$ cat src/rtl/gessm_pkg.sv
// Shared constants and types for the gESSM approximate multiplier (n=16, m=8, q=7).
// Segment selection yields an 8-bit slice plus the left shift that restores its weight.
package gessm_pkg;

    localparam int N = 16;
    localparam int M = 8;
    localparam int Q = 7;

    localparam logic [3:0] SH_HI  = 4'd8;
    localparam logic [3:0] SH_MID = 4'd7;
    localparam logic [3:0] SH_LO  = 4'd0;

    typedef struct packed {
        logic [M-1:0] xs;
        logic [3:0]   sh;
    } seg_t;

endpackage

$ cat src/rtl/gessm_seg.sv
// Combinational operand segmentation: picks the 8-bit window holding the leading one
// (top byte, bits 14:7, or low byte) and reports the shift that undoes the selection.
module gessm_seg
    import gessm_pkg::*;
(
    input  logic [N-1:0] x,
    output seg_t         seg
);

    // NOTE: every field gets a default first so no path through the block can infer a latch.
    always_comb begin
        seg.xs = x[M-1:0];
        seg.sh = SH_LO;
        if (x[N-1]) begin
            seg.xs = x[N-1:N-M];
            seg.sh = SH_HI;
        end else if (|x[N-2:N-M]) begin
            seg.xs = x[N-2:N-M-1];
            seg.sh = SH_MID;
        end
    end

endmodule

$ cat src/rtl/gessm_mul_sched.sv
// Round-robin scheduler feeding a three-stage gESSM approximate multiplier shared by
// NREQ requesters; results return in grant order tagged with the requester index.
module gessm_mul_sched
    import gessm_pkg::*;
#(
    parameter int NREQ = 4,
    parameter int IDW  = (NREQ > 1) ? $clog2(NREQ) : 1
) (
    input  logic                 clk,
    input  logic                 rst,
    input  logic [NREQ-1:0]      req_valid,
    output logic [NREQ-1:0]      req_ready,
    input  logic [NREQ*N-1:0]    req_a,
    input  logic [NREQ*N-1:0]    req_b,
    output logic                 out_valid,
    input  logic                 out_ready,
    output logic [2*N-1:0]       out_ris,
    output logic [IDW-1:0]       out_id
);

    logic [IDW-1:0] ptr;
    logic [IDW-1:0] grant_idx;
    logic           grant_found;
    logic           adv;
    logic           accept;
    logic [N-1:0]   a_sel;
    logic [N-1:0]   b_sel;
    seg_t           seg_a;
    seg_t           seg_b;

    logic           s1_valid;
    logic [M-1:0]   s1_as;
    logic [M-1:0]   s1_bs;
    logic [3:0]     s1_sa;
    logic [3:0]     s1_sb;
    logic [IDW-1:0] s1_id;

    logic           s2_valid;
    logic [2*M-1:0] s2_mssm;
    logic [4:0]     s2_sh;
    logic [IDW-1:0] s2_id;

    // The whole pipeline moves as one: it advances only when the output slot frees up.
    assign adv = !out_valid || out_ready;

    always_comb begin
        int j;
        grant_found = 1'b0;
        grant_idx   = '0;
        for (int k = 0; k < NREQ; k++) begin
            j = int'(ptr) + k;
            if (j >= NREQ) j = j - NREQ;
            if (!grant_found && req_valid[j]) begin
                grant_found = 1'b1;
                grant_idx   = IDW'(j);
            end
        end
    end

    // Reset gating keeps req_ready low while rst is held, even though adv is high then.
    assign accept = grant_found && adv && !rst;

    always_comb begin
        req_ready = '0;
        if (accept) req_ready[grant_idx] = 1'b1;
    end

    assign a_sel = req_a[int'(grant_idx)*N +: N];
    assign b_sel = req_b[int'(grant_idx)*N +: N];

    gessm_seg u_seg_a (.x(a_sel), .seg(seg_a));
    gessm_seg u_seg_b (.x(b_sel), .seg(seg_b));

    // NOTE: sequential state uses non-blocking assignments so every stage samples the
    // previous stage's pre-edge value and the pipeline shifts by exactly one step.
    always_ff @(posedge clk or posedge rst) begin
        if (rst) begin
            ptr <= '0;
        end else if (accept) begin
            if (int'(grant_idx) == NREQ - 1) ptr <= '0;
            else                             ptr <= grant_idx + 1'b1;
        end
    end

    always_ff @(posedge clk or posedge rst) begin
        if (rst) begin
            s1_valid  <= 1'b0;
            s1_as     <= '0;
            s1_bs     <= '0;
            s1_sa     <= '0;
            s1_sb     <= '0;
            s1_id     <= '0;
            s2_valid  <= 1'b0;
            s2_mssm   <= '0;
            s2_sh     <= '0;
            s2_id     <= '0;
            out_valid <= 1'b0;
            out_ris   <= '0;
            out_id    <= '0;
        end else if (adv) begin
            s1_valid  <= accept;
            s1_as     <= seg_a.xs;
            s1_bs     <= seg_b.xs;
            s1_sa     <= seg_a.sh;
            s1_sb     <= seg_b.sh;
            s1_id     <= grant_idx;

            s2_valid  <= s1_valid;
            s2_mssm   <= s1_as * s1_bs;
            s2_sh     <= {1'b0, s1_sa} + {1'b0, s1_sb};
            s2_id     <= s1_id;

            out_valid <= s2_valid;
            out_ris   <= {{(2*N-2*M){1'b0}}, s2_mssm} << s2_sh;
            out_id    <= s2_id;
        end
    end

endmodule

$ cat config.mk
export PLATFORM = sky130hd
export DESIGN_NAME = gessm_mul_sched
export DESIGN_NICKNAME = d
export VERILOG_FILES = /design/src/rtl/gessm_pkg.sv /design/src/rtl/gessm_seg.sv /design/src/rtl/gessm_mul_sched.sv
export SDC_FILE = /design/constraint.sdc
export NUM_CORES = 1
export LEC_CHECK = 0
export BUFFER_PORTS_ARGS = -buffer_cell sky130_fd_sc_hd__buf_2
export CORE_ASPECT_RATIO = 1.5
export CORE_UTILIZATION = 50
export DETAILED_ROUTE_END_ITERATION = 12
export GPL_TIMING_DRIVEN = 0
export PLACE_DENSITY = 0.84
export SLEW_MARGIN = 20
export SYNTH_ARGS = -nofsm -noshare
export SYNTH_HDL_FRONTEND = slang
export SYNTH_SLANG_ARGS = --single-unit
export TNS_END_PERCENT = 50
$ cat constraint.sdc
create_clock -name clk -period 4.3 [get_ports clk]
set_input_delay 0.86 -clock clk [delete_from_list [all_inputs] [get_ports clk]]
set_output_delay 0.86 -clock clk [all_outputs]
set_load 0.01 [all_outputs]
---- Word-level counts from Yosys, hierarchy flattened ----
Cells that the tools add are included.
word-level totals
  register bits after elaboration ......... 88
  input port bits ......................... 135
  output and inout port bits .............. 39
cells by class
  add/sub/neg operators ................... 9
  multiply operators ...................... 1
  magnitude comparators ................... 10
  eq/ne operators ......................... 1
  shift-type cells ........................ 3
  muxes and demuxes ....................... 32
  reduce and logical (&&, ||, !) cells .... 14
operator list
  cell                                                  number
  < comparator 32 x 4 -> 1 bit (second input constant)  4
  2-to-1 mux 32 bit                                     4
  indexed part select 64 x 7 -> 16 bit                  2
  2-to-1 mux 12 bit                                     4
  left shift 16 x 5 -> 32 bit                           1
  multiplier 8 x 8 -> 16 bit                            1
  OR reduction 7 bit                                    2
  2-to-1 mux 1 bit                                      13
  subtractor 3 x 3 -> 4 bit (second input constant)     3
  2-to-1 mux 2 bit                                      5
  >= comparator 3 bit (second input constant)           3
  binary-select mux 1 bit (select 2 bit)                4
  adder 2 x 2 -> 3 bit (second input constant)          2
  logical AND 1 bit                                     6
  adder 4 x 4 -> 5 bit                                  1
  zero test 1 bit                                       5
  2-to-1 mux 4 bit                                      1
  subtractor 2 x 3 -> 4 bit (second input constant)     1
  adder 2 x 1 -> 3 bit (second input constant)          1
  >= comparator 2 x 3 -> 1 bit (second input constant)  1
  < comparator 2 x 3 -> 1 bit (second input constant)   1
  adder 2 x 1 -> 2 bit (second input constant)          1
  demux 1 bit (select 2 bit)                            1
  equality test 2 x 1 -> 1 bit (second input constant)  1
  2 further kinds                                       2

---- Longest topological paths before layout ----
Gate-level depths: netlist of run 1.
  depth in word-level cells ............... 20
  gate-level depth with buffers ........... 17
  depth with buffers taken out ............ 17

---- Cells and area by module ----
From an unflattened synthesis of run 1, not the netlist that was laid out.
unflattened totals
  cells, all modules ...................... 914
  area total of the unflattened synthesis .. 8205.4 um^2
by module, submodules not included
  module           instances  cells an instance  area an instance (um^2)
  gessm_mul_sched  1          848                7785.0
  gessm_seg        2          33                 210.2

---- Worst setup path after synthesis of run 1 ----
Ideal clock, no wire load.
  kind .................................... register -> register
  start point ............................. register s1_bs[7]
  end point ............................... register s2_mssm[14]
  arrival time ............................ 3955 ps
  setup slack ............................. 264 ps
  cell stages (with the launch flop) ...... 16
  path buffers ............................ 0
  period minus slack after synthesis ...... 4036 ps
  cells stage by stage .................... dfrtp_1 nand2_1 fa_1 fa_1 inv_1 fa_1 inv_1 fa_1 inv_1 ha_1 o21ai_0 nand2b_1 a31oi_1 o211ai_1 a21o_1 a31oi_1
on the way
  word-level cells in the longest chain between the ends .. 1
ends and longest elaborated chain
  item                        line                    text
  start, declared             gessm_mul_sched.sv:33   logic [M-1:0] s1_bs;
  start signal, assigned      gessm_mul_sched.sv:103  s1_bs <= seg_b.xs;
  multiplier 8 x 8 -> 16 bit  gessm_mul_sched.sv:109  s2_mssm <= s1_as * s1_bs;
  end signal, assigned        gessm_mul_sched.sv:109
  end, declared               gessm_mul_sched.sv:39   logic [2*M-1:0] s2_mssm;
Every way passes these cells.
A chain may end at the register's enable or synchronous reset.

---- Worst setup path in the final report of run 1 ----
  start point ............................. register s1_bs[3]
  end point ............................... register s2_mssm[11]
The elaborated chain is that of the path after synthesis.

==> results of run 1 <==
==> metal layers <==
metal | vias to the layer above | track usage [%]
met1 | 3570 | 31.48
met3 | 105 | 5.399
li1 | 3507 | -
met2 | 353 | 60.17
met5 | - | 0
met4 | 0 | 22.32
==> critical path, stage by stage, from the launching register on <==
cell	delay, ps
dfrtp_2	460
buf_2	200
and2_1	170
fa_1	560
fa_1	480
fa_1	550
inv_1	50
fa_1	520
inv_1	70
ha_4	260
o21ai_1	160
a21oi_2	100
o21a_1	210
o21a_1	200
o31ai_1	180
==> repair_timing <==
action                                  in CTS  in global routing
pin swaps                                    0                  3
endpoints found under the setup margin       5                  6
buffers inserted                             0                 11
hold buffers                                 0                  0
resized for setup                           10                 19
endpoints found under the hold margin        0                  0
gates cloned                                 0                  0
==> stage by stage <==
stage	std cells	setup slack [ps]	utilization (%)	hold slack [ps]	cell area, sq um
4_1_cts	1272	20.90	61.25	464.9	8856
3_5_place_dp	1256	-130.8	59.00	450.4	8531
5_1_grt	1283	-120.5	62.37	491.7	9019
6_report	1283	38.48	62.37	460.6	9019
3_3_place_gp	1255	-44.28	58.81	443.5	8503
2_1_floorplan	886	263.5	-	430.0	7392
==> synthesized netlist by cell type, types with 6 or more instances <==
cell,n
nor2b_1,6
o221ai_1,8
dfrtp_1,83
a22oi_1,6
mux2i_1,18
inv_1,62
a22o_1,13
o21ai_0,52
ha_1,44
buf_2,9
nand2b_1,8
mux2_2,11
and2_1,58
clkbuf_1,29
nand4_1,16
buf_1,7
a31o_2,10
a21oi_1,23
a31o_1,7
nand3_1,52
nor3_1,12
o21a_1,11
nor2_1,40
nand2_1,136
fa_1,36
a31oi_1,31
a211oi_1,22
and3_1,19
==> sequential cells by signal, summed over array words and instances, names as in the netlist <==
signal     cells
out_id         2
s1_bs          8
out_ris       32
s1_id          2
ptr            2
out_valid      1
s2_mssm       16
s1_as          8
s2_id          2
s1_valid       1
s2_valid       1
s1_sa          2
s2_sh          4
s1_sb          2
==> cell families (layout without fill, tap and decap cells) <==
group / Yosys count / after routing / synth area share (%)
AND/OR/NAND/NOR: 356 / 356 / 23.24
AO/OA/AOI/OAI: 213 / 213 / 19.72
buffers and inverters: 116 / 317 / 6.567
flip-flops: 83 / 83 / 28.10
adder cells (fa/ha/maj): 80 / 80 / 17.20
multiplexers: 29 / 29 / 4.113
XOR/XNOR: 9 / 9 / 1.066
==> final timing paths <==
kind / startpoint / to / slack [ps] / depth (start not counted)
hold / removal: out_id[1]$_DFFE_PP0N_ / out_id[1]$_DFFE_PP0N_ / 460 / 2
setup reg to reg: s1_bs[3]$_DFFE_PP0N_ / s2_mssm[11]$_DFFE_PP0N_ / 40 / 14
min in group asynchronous: rst / ptr[0]$_DFFE_PP0P_ / 560 / 2
hold reg to reg: out_id[1]$_DFFE_PP0N_ / out_id[1]$_DFFE_PP0N_ / 460 / 2
setup / recovery: s1_bs[3]$_DFFE_PP0N_ / s2_mssm[11]$_DFFE_PP0N_ / 40 / 14
max in group asynchronous: rst / s1_bs[3]$_DFFE_PP0N_ / 3120 / 3
==> cell type report <==
type	instances	area share, %
Buffer	51	2.622
Tap cell	196	2.719
Timing Repair Buffer	185	10.71
Clock inverter	6	0.7769
Clock buffer	10	2.650
Multi-Input combinational cell	687	54.52
Inverter	65	2.789
Sequential cell	83	23.21
==> impl_results.md, run 1 <==
- Post-Route WL: between 20 and 25 mm
- Share of cells above drive strength 1: 25.57%
- Max Freq: about 230 MHz
- CP Class: reg -> reg
- CTS tree: built
- Largest net degree at the start of global routing: 46
- WL met3: approximately 1.3 mm
- Mean post-synth cell area: 8.343 sq um
- Core outline area: 0.01446 sq mm
- Wirelength per Cell: between 15 and 20 microns
- Tmin final: 4262 ps
- IO Pins: between 150 and 200
- M1 WL: 8.639 mm
- TNS Setup: 0 ps
- Number of sinks on the clock net: 83
- Fin crit share: 99.11%
- Top Metal Used: met4
- Register area share after synthesis: roughly 28%
- Crit path launch type: register
- Syn Nets: roughly 1100
- Layout Nets: around 1300
- WL met2: ~13 mm
- Skew final: between 5 and 6 ps
- Worst-Margin Slew: around 830 ps
- Area occupied by registers: about 0.0021 sq mm
- Vias in the first global route: 7376
- DIE AREA: 0.01528 sq mm
- Worst Path Max Fanout: 6
- Post-synth EDFFs: 0
- RD Place Congestion: about 0.97
- Cell variety after synth: 56
- Chip height: approximately 150 microns
- Area grow syn2layout: 22.00%
- CTS clk-pin slew, worst paths: around 70 ps
- Critical path capture point type: register
- Grt total ovfl: 0
- Area of the multi-input gates: roughly 0.005 sq mm
- ANT cells: 0
- H-tree Lvls: 3
- DR vias: roughly 7500
- Register bit total from synthesis: 83
- Detailed-router iteration count before antenna repair: 4
- Root Buffer: clkbuf_16
- Detail Route Antenna Nets: 0
- Die W: about 100 microns
- Yosys Warn Count: 0
- Top cells by area, synth: dfrtp_1, fa_1, ha_1, nand2_1, and2_1
- Total CTS buffers: 9
- Critical Path RT: between 4000 and 5000 ps
- Global-route usage over all layers: 32.09%
- Slew Limit Fails: 0
- Final hold violation count: 0
- Cells after synthesis: around 890
- Synth async-reset ratio: 100.0%
- Most frequent cells in the layout: buf_2, nand2_1, dfrtp_1, inv_1, and2_1
- Post-synth top area cell: dfrtp_1
- CP arrival: about 4500 ps
- Filler cells: about 1300
- PortBufs: 173
- Hold Path Class: reg -> reg
- # Max-Cap Violations: 0
- Initial antenna violation count: 0
- Iteration-0 DRC Markers: just under 400
- Worst-Skew Late Latency: 350 ps
- Commonest non-fill, non-tap cell in the layout: buf_2
- Primary FF master, synth: dfrtp_1
- Unrepaired setup endpoints after global routing: true
- Synthesized cell area: between 0.007 and 0.008 sq mm
- Initial Util: 51.12%
- Slew HR: between 40% and 50%
- First-pass GRT wire length: around 37 mm
- Vias/cell: between 5 and 6
- # DRC: 0
- Hpwl dp: 19.14 mm
- Max clock buf depth: 2
- Share of the synthesized area in the top cell type: 28.10%
- Setup Viol. Count Final: 0
- Cell Rows: 54
- Outcome: complete, no violations
Power of run 1 is not shown: default switching activity piles up to over one toggle a cycle in this logic, so the estimate is an artifact.
==> run 2: changes to the inputs <==
Settings changed: CORE_UTILIZATION 50 to 56, PLACE_DENSITY 0.84 to 0.89.
Clock period 4.3 ns to 4.2 ns, I/O delays scaled along.
==> run 2 against run 1 <==
Effect of this change:
- worst setup slack lost 22 ps
- sequential cell count unchanged
- critical endpoint is now s2_mssm[14]$_DFFE_PP0N_
- largest cell class unchanged
- register-to-register slack worse by 20 ps
- maximum frequency is 1.9% higher
- worst hold slack gained 6.3 ps
- critical path depth stayed put
- via count grew 2.3%
==> impl_results.md, run 2 (synthesis results as in run 1) <==
- Outcome: complete, no violations
- Critical Path RT: 4470 ps (-90 ps)
- TNS Setup: 0 ps (unchanged)
- Fin cells: 1246 (-2.9%)
- Largest register FFs: 32 (unchanged)
- Skew final: 8.420 ps (+2.628 ps)
- Final hold violation count: 0 (unchanged)
- Layout Nets: 1297 (unchanged)
- Worst Path Max Fanout: 8 (+2)
- Root Buffer: clkbuf_16
- CP startpoint: s1_bs[4]$_DFFE_PP0N_
- Chip height: 142.7 microns (-5.4%)
- Slew Limit Fails: 0 (unchanged)
- Worst-Skew Late Latency: 340 ps (about the same)
- Final Cell Area: 0.009027 sq mm (about the same)
- CP cell instances: and2_1, fa_1, fa_1, fa_1, inv_1, fa_1, inv_1, ha_4, o21ai_2, nand2b_1, a31oi_4, o211ai_1, a21o_1, a31oi_1
- Hold path start: out_id[0]$_DFFE_PP0N_
- Worst-Margin Slew: 912.5 ps (+80.04 ps)
- Cell Rows: 51 (-5.6%)
- Hold Path Class: reg -> reg
- Detail Route Antenna Nets: 0 (unchanged)
- Wirelength per Cell: 20.09 microns (+5.4%)
- Grt total ovfl: 0 (unchanged)
- Global-route usage over all layers: 35.86% (+3.8 points)
- Worst Hold Slack: 466.9 ps (+6.281 ps)
- Share of cells above drive strength 1: 26.70% (+1.1 points)
- Vias in the first global route: 7569 (+2.6%)
- IO Pins: 174 (unchanged)
- Top Registers: out_ris x32, s2_mssm x16
- Core outline area: 0.01295 sq mm (-10%)
- Fin crit share: 99.61% (+0.50 points)
- # Max-Cap Violations: 0 (unchanged)
- Hpwl dp: 18.76 mm (-2.0%)
- Worst path most repeated cell: fa_1
- Iteration-0 DRC Markers: 443 (+13%)
- DIE AREA: 0.01367 sq mm (-11%)
- DR vias: 7708 (+2.3%)
- Tmin final: 4184 ps (-77.93 ps)
- Unrepaired setup endpoints after global routing: true
- CP max-delay cell: fa_1
- Biggest register: out_ris
- CTS clk-pin slew, worst paths: 60 ps (about the same)
- Max Freq: 239.0 MHz (+1.9%)
- Slew HR: 39.17% (-5.3 points)
- Reg2Reg Launch Point: s1_bs[4]$_DFFE_PP0N_
- Cells after DPL: 1219 (-2.9%)
- Post-Route WL: 25.03 mm (+2.4%)
- Commonest non-fill, non-tap cell in the layout: buf_2
- Delay-heaviest family, CP: adder cells
- # DRC: 0 (unchanged)
- Detailed-router iteration count before antenna repair: 8 (+4)
- Critical path capture point type: register
- H-tree Lvls: 3 (unchanged)
- RD Place Congestion: 1.015 (+5.0%)
- CP Class: reg -> reg
- Most frequent cells in the layout: buf_2, nand2_1, dfrtp_1, inv_1, and2_1
- CP arrival: 4450 ps (-70 ps)
- Max clock buf depth: 2 (unchanged)
- Area grow syn2layout: 22.12% (about the same)
- First-pass GRT wire length: 36.96 mm (+0.39%)
- Initial Util: 57.07% (+5.9 points)
- Crit path launch type: register
- Vias/cell: 6.186 (+5.3%)
- Setup Viol. Count Final: 0 (unchanged)
- Total CTS buffers: 9 (unchanged)
- Worst path max stage delay: 570 ps (about the same)
- Crit path buf inv count: 2 (-1)
- Initial antenna violation count: 0 (unchanged)
- Placed inst area: 0.008487 sq mm (-0.51%)
- PortBufs: 173 (unchanged)
- Number of sinks on the clock net: 83 (unchanged)
- CTS tree: built
- Die W: 95.81 microns (-5.4%)
- Largest net degree at the start of global routing: 49 (+6.5%)
run 2: cell count changes in the layout (fill, tap and decap cells not counted), sizes merged:
cell      previous run  this run
clkinv               1         3
clkinvlp             3         0
clkbuf              39        40
buf                207       206
diode                0         1
run 2: what timing repair did:
action,in CTS,in global routing
endpoints found under the setup margin,6,6
setup buffers,1,10
hold buffers,0,0
pin swaps,0,14
resized for setup,15,30
hold endpoints to repair,0,0
run 2: final timing paths:
kind	to	slack, ps	depth (start not counted)
min in group asynchronous	s2_mssm[15]$_DFFE_PP0N_	540	2
max in group asynchronous	s1_bs[2]$_DFFE_PP0N_	3060	3
hold / removal	out_id[0]$_DFFE_PP0N_	470	2
setup / recovery	s2_mssm[14]$_DFFE_PP0N_	20	14
hold reg to reg	out_id[0]$_DFFE_PP0N_	470	2
setup reg to reg	s2_mssm[14]$_DFFE_PP0N_	20	14
run 2: cell type report:
type                            instances  area (sq um)
Antenna cell                            1         2.502
Buffer                                 51         236.5
Clock buffer                           10         239.0
Clock inverter                          5         61.31
Fill cell                            1029          3926
Inverter                               65         251.5
Multi-Input combinational cell        687          4971
Sequential cell                        83          2093
Tap cell                              159         198.9
Timing Repair Buffer                  185         973.4
run 2: per-layer routing:
metal	vias to the layer above	part of all wire [%]	global-route usage, %
met5	-	0	0
met4	0	8.4	26.79
met3	141	6.3	4.792
met2	461	52	64.96
met1	3609	34	36.38
li1	3497	-	-
run 2: stage by stage:
| stage | worst slack [ps] | util, % |
|---|---|---|
| after floorplan | 163.5 | - |
| after global placement | -129.3 | 65.29 |
| after detailed placement | -220.7 | 65.52 |
| after CTS | -3.321 | 68.20 |
| after global routing | -93.24 | 69.67 |
| final | 16.42 | 69.69 |
run 2: worst register-to-register path, stage by stage (launching register included):
cell and delay (ps):
dfrtp_2 480, and2_1 190, fa_1 500, fa_1 530, fa_1 570, inv_1 60
fa_1 530, inv_1 70, ha_4 270, o21ai_2 70, nand2b_1 110, a31oi_4 230
o211ai_1 150, a21o_1 190, a31oi_1 150
Power of run 2 is left out for the same reason.
==> run 3: changes to the inputs <==
Settings changed: CORE_UTILIZATION 56 to 57, SYNTH_HIERARCHICAL set to 1.
==> run 3 against run 2 <==
Effect of this change:
- clock skew shrank 1.9 ps
- sequential cell count is 5 higher
- utilization up 1.4 points
- clock-buffer cell count is the same
- worst setup slack better by 24 ps
- non-clock buffer count increased by 6
- critical endpoint unchanged
==> impl_results.md, run 3 <==
- Outcome: complete, no violations
- RR Endpoint: s2_mssm[14]$_DFFE_PP0N_
- Area of the multi-input gates: 0.005659 sq mm (+14%)
- Filler cells: 1046 (+1.7%)
- Share of cells above drive strength 1: 26.86% (+0.15 points)
- CP cell instances: buf_4, and2_1, fa_1, fa_1, fa_1, inv_1, fa_1, inv_1, ha_4, nand2_4, o21a_1, o31ai_4, buf_4, nor3b_2, nor3_1
- Register area share after synthesis: 26.84% (-1.3 points)
- Worst Hold Slack: 458.6 ps (-8.242 ps)
- Area grow syn2layout: 21.81%
- Total CTS buffers: 9 (unchanged)
- CP arrival: 4400 ps (-50 ps)
- Hold Path Stages: 2 (unchanged)
- Cells after DPL: 1280 (+5.0%)
- Yosys Warn Count: 6 (+6)
- CP Class: reg -> reg
- Number of sinks on the clock net: 88 (+6.0%)
- ANT cells: 0 (-1)
- Area occupied by registers: 0.002220 sq mm (+6.0%)
- Vias in the first global route: 8049 (+6.3%)
- DR vias: 7923 (+2.8%)
- Max Freq: 240.4 MHz (+0.59%)
- Iteration-0 DRC Markers: 461 (+4.1%)
- Top Registers: out_ris x32, s2_mssm x16
- Primary FF master, synth: dfrtp_1
- Root Buffer: clkbuf_16
- Cells after synthesis: 914 (+3.2%)
- Wirelength per Cell: 19.73 microns (-1.8%)
- Synthesized cell area: 0.008205 sq mm (+11%)
- Cell Rows: 53 (+3.9%)
- Setup Viol. Count Final: 0 (unchanged)
- Cell variety after synth: 66 (+18%)
- Detail Route Antenna Nets: 0 (unchanged)
- Core outline area: 0.01406 sq mm (+8.5%)
- Global-route usage over all layers: 34.81% (-1.1 points)
- Vias/cell: 6.053 (-2.2%)
- Crit path launch type: register
- DIE AREA: 0.01489 sq mm (+8.9%)
- Chip height: 148.9 microns (+4.4%)
- Worst-case reg-to-reg path depth: 15 (+1)
- Register bit total from synthesis: 88 (+6.0%)
- Largest register FFs: 32 (unchanged)
- Critical Path RT: 4440 ps (-30 ps)
- Die W: 99.97 microns (+4.3%)
- Top cells by area, synth: dfrtp_1, mux2i_1, fa_1, nand2_1, ha_1
- Worst Hold End: s2_valid$_DFFE_PP0N_
- CP max-delay cell: fa_1
- Reg2Reg Launch Point: s1_bs[6]$_DFFE_PP0N_
- Fin crit share: 99.03% (-0.58 points)
- Worst Path Max Fanout: 7 (-1)
- Fin cells: 1309 (+5.1%)
- End-of-flow core utilization: 71.09% (+1.4 points)
- IO Pins: 174 (unchanged)
- Crit path buf inv count: 4 (+2)
- PortBufs: 173 (unchanged)
- Final hold violation count: 0 (unchanged)
- Initial antenna violation count: 0 (unchanged)
- RD Place Congestion: 0.9735 (-4.1%)
- Tmin final: 4159 ps (-24.39 ps)
- Layout Nets: 1328 (+2.4%)
- Hold_buf cts: 0 (unchanged)
- H-tree Lvls: 3 (unchanged)
- Max clock buf depth: 2 (unchanged)
- Largest net degree at the start of global routing: 57 (+16%)
- Synth async-reset ratio: 100.0% (unchanged)
- # Max-Cap Violations: 0 (unchanged)
- Critical path capture point type: register
- Skew final: 6.532 ps (-1.888 ps)
- Worst-Margin Slew: 796.5 ps (-116.0 ps)
- Most frequent cells in the layout: buf_2, nand2_1, mux2i_1, dfrtp_1, inv_1
- Hpwl dp: 18.58 mm (-0.96%)
- Initial Util: 58.37% (+1.3 points)
- Post-synth EDFFs: 0 (unchanged)
- Worst path max stage delay: 550 ps (-20 ps)
- Worst-Skew Late Latency: 360 ps (+20 ps)
- Hold Path Class: reg -> reg
- Share of the synthesized area in the top cell type: 26.84% (-1.3 points)
- Detailed-router iteration count before antenna repair: 6 (-2)
- Hold path start: s2_valid$_DFFE_PP0N_
- CTS tree: built
- Biggest register: out_ris
- # DRC: 0 (unchanged)
- Post-Route WL: 25.83 mm (+3.2%)
- Syn Nets: 1130 (+2.6%)
- Synth cell count leaders: nand2_1, mux2i_1, dfrtp_1
- Worst path most repeated cell: fa_1
- Setup slack, reg-to-reg: 40 ps (+20 ps)
- CTS clk-pin slew, worst paths: 60 ps (about the same)
- Delay-heaviest family, CP: adder cells
- Slew Limit Fails: 0 (unchanged)
- Most frequent cell after synthesis: nand2_1
- Post-synth top area cell: dfrtp_1
- First-pass GRT wire length: 39.23 mm (+6.1%)
- Mean post-synth cell area: 8.977 sq um (+7.6%)
- Grt total ovfl: 0 (unchanged)
- Slew HR: 46.90% (+7.7 points)
- Commonest non-fill, non-tap cell in the layout: buf_2
-- run 3: cell types whose count changed after synthesis, moves of 9 or more --
cell,change
a211oi_1,-17
o21a_1,-9
a311oi_1,+12
a31o_2,-9
inv_1,+11
nand4_1,-12
nand3_1,-36
a21oi_1,+26
and3_1,-19
a31oi_1,-27
mux2i_1,+100
o21ai_0,-23
nand2_1,+31
-- run 3: metal layers --
layer	part of all wire [%]	GRT usage, %	vias up	routed length [microns]
met5	0	0	-	0
met4	8.5	30.29	0	2206
met3	6.2	4.967	138	1597
met2	53	65.52	487	13680
met1	32	31.97	3745	8344
li1	-	-	3553	-
-- run 3: repair_timing --
action                                  4_1_cts  5_1_grt
gates resized for setup                      28       34
endpoints found under the setup margin        8        6
pin swaps                                     4       32
setup buffers                                 8        7
-- run 3: cells by family after synthesis --
logic type	Yosys count	share of synthesized area (%)
AND/OR/NAND/NOR	310	17.75
XOR/XNOR	8	0.8538
multiplexers	135	18.74
buffers and inverters	130	7.090
flip-flops	88	26.84
AO/OA/AOI/OAI	162	12.99
adder cells (fa/ha/maj)	81	15.74
-- run 3: final cells by class --
class,count,share of cell area (%)
buffer,53,2.929
clock buffer,10,2.391
clock inverter,6,0.5008
inverter,75,2.842
multi-input combinational,696,56.62
sequential,88,22.21
tap,192,2.404
timing repair buffer,189,10.10
-- run 3: per-stage QoR --
stage	setup TNS, ps	setup slack (ps)	cell area [sq um]
5_1_grt	-126.9	-50.93	9995
6_report	0	40.80	9995
4_1_cts	0	14.08	9798
3_3_place_gp	-788.7	-274.5	9311
3_5_place_dp	-1306	-380.9	9341
2_1_floorplan	0	109.7	8205
-- run 3: worst max path at each step --
stage | slack [ps] | cells past startpoint | endpoint | startpoint
global route | -50 | 15 | s2_mssm[14]$_DFFE_PP0N_ | s1_bs[6]$_DFFE_PP0N_
floorplan | 110 | 12 | s2_mssm[12]$_DFFE_PP0N_ | s1_bs[7]$_DFFE_PP0N_
global placement | -270 | 13 | s2_mssm[12]$_DFFE_PP0N_ | s1_bs[7]$_DFFE_PP0N_
detailed placement | -380 | 12 | s2_mssm[12]$_DFFE_PP0N_ | s1_bs[7]$_DFFE_PP0N_
finish | 40 | 15 | s2_mssm[14]$_DFFE_PP0N_ | s1_bs[6]$_DFFE_PP0N_
CTS | 10 | 13 | s2_mssm[14]$_DFFE_PP0N_ | s1_bs[7]$_DFFE_PP0N_
-- run 3: worst min-delay path: cells and delay by family, from the launching register on --
family	cells	cell delay, ps
flip-flops	1	340
AND/OR/NAND/NOR	2	100
Power of run 3 is left out for the same reason.
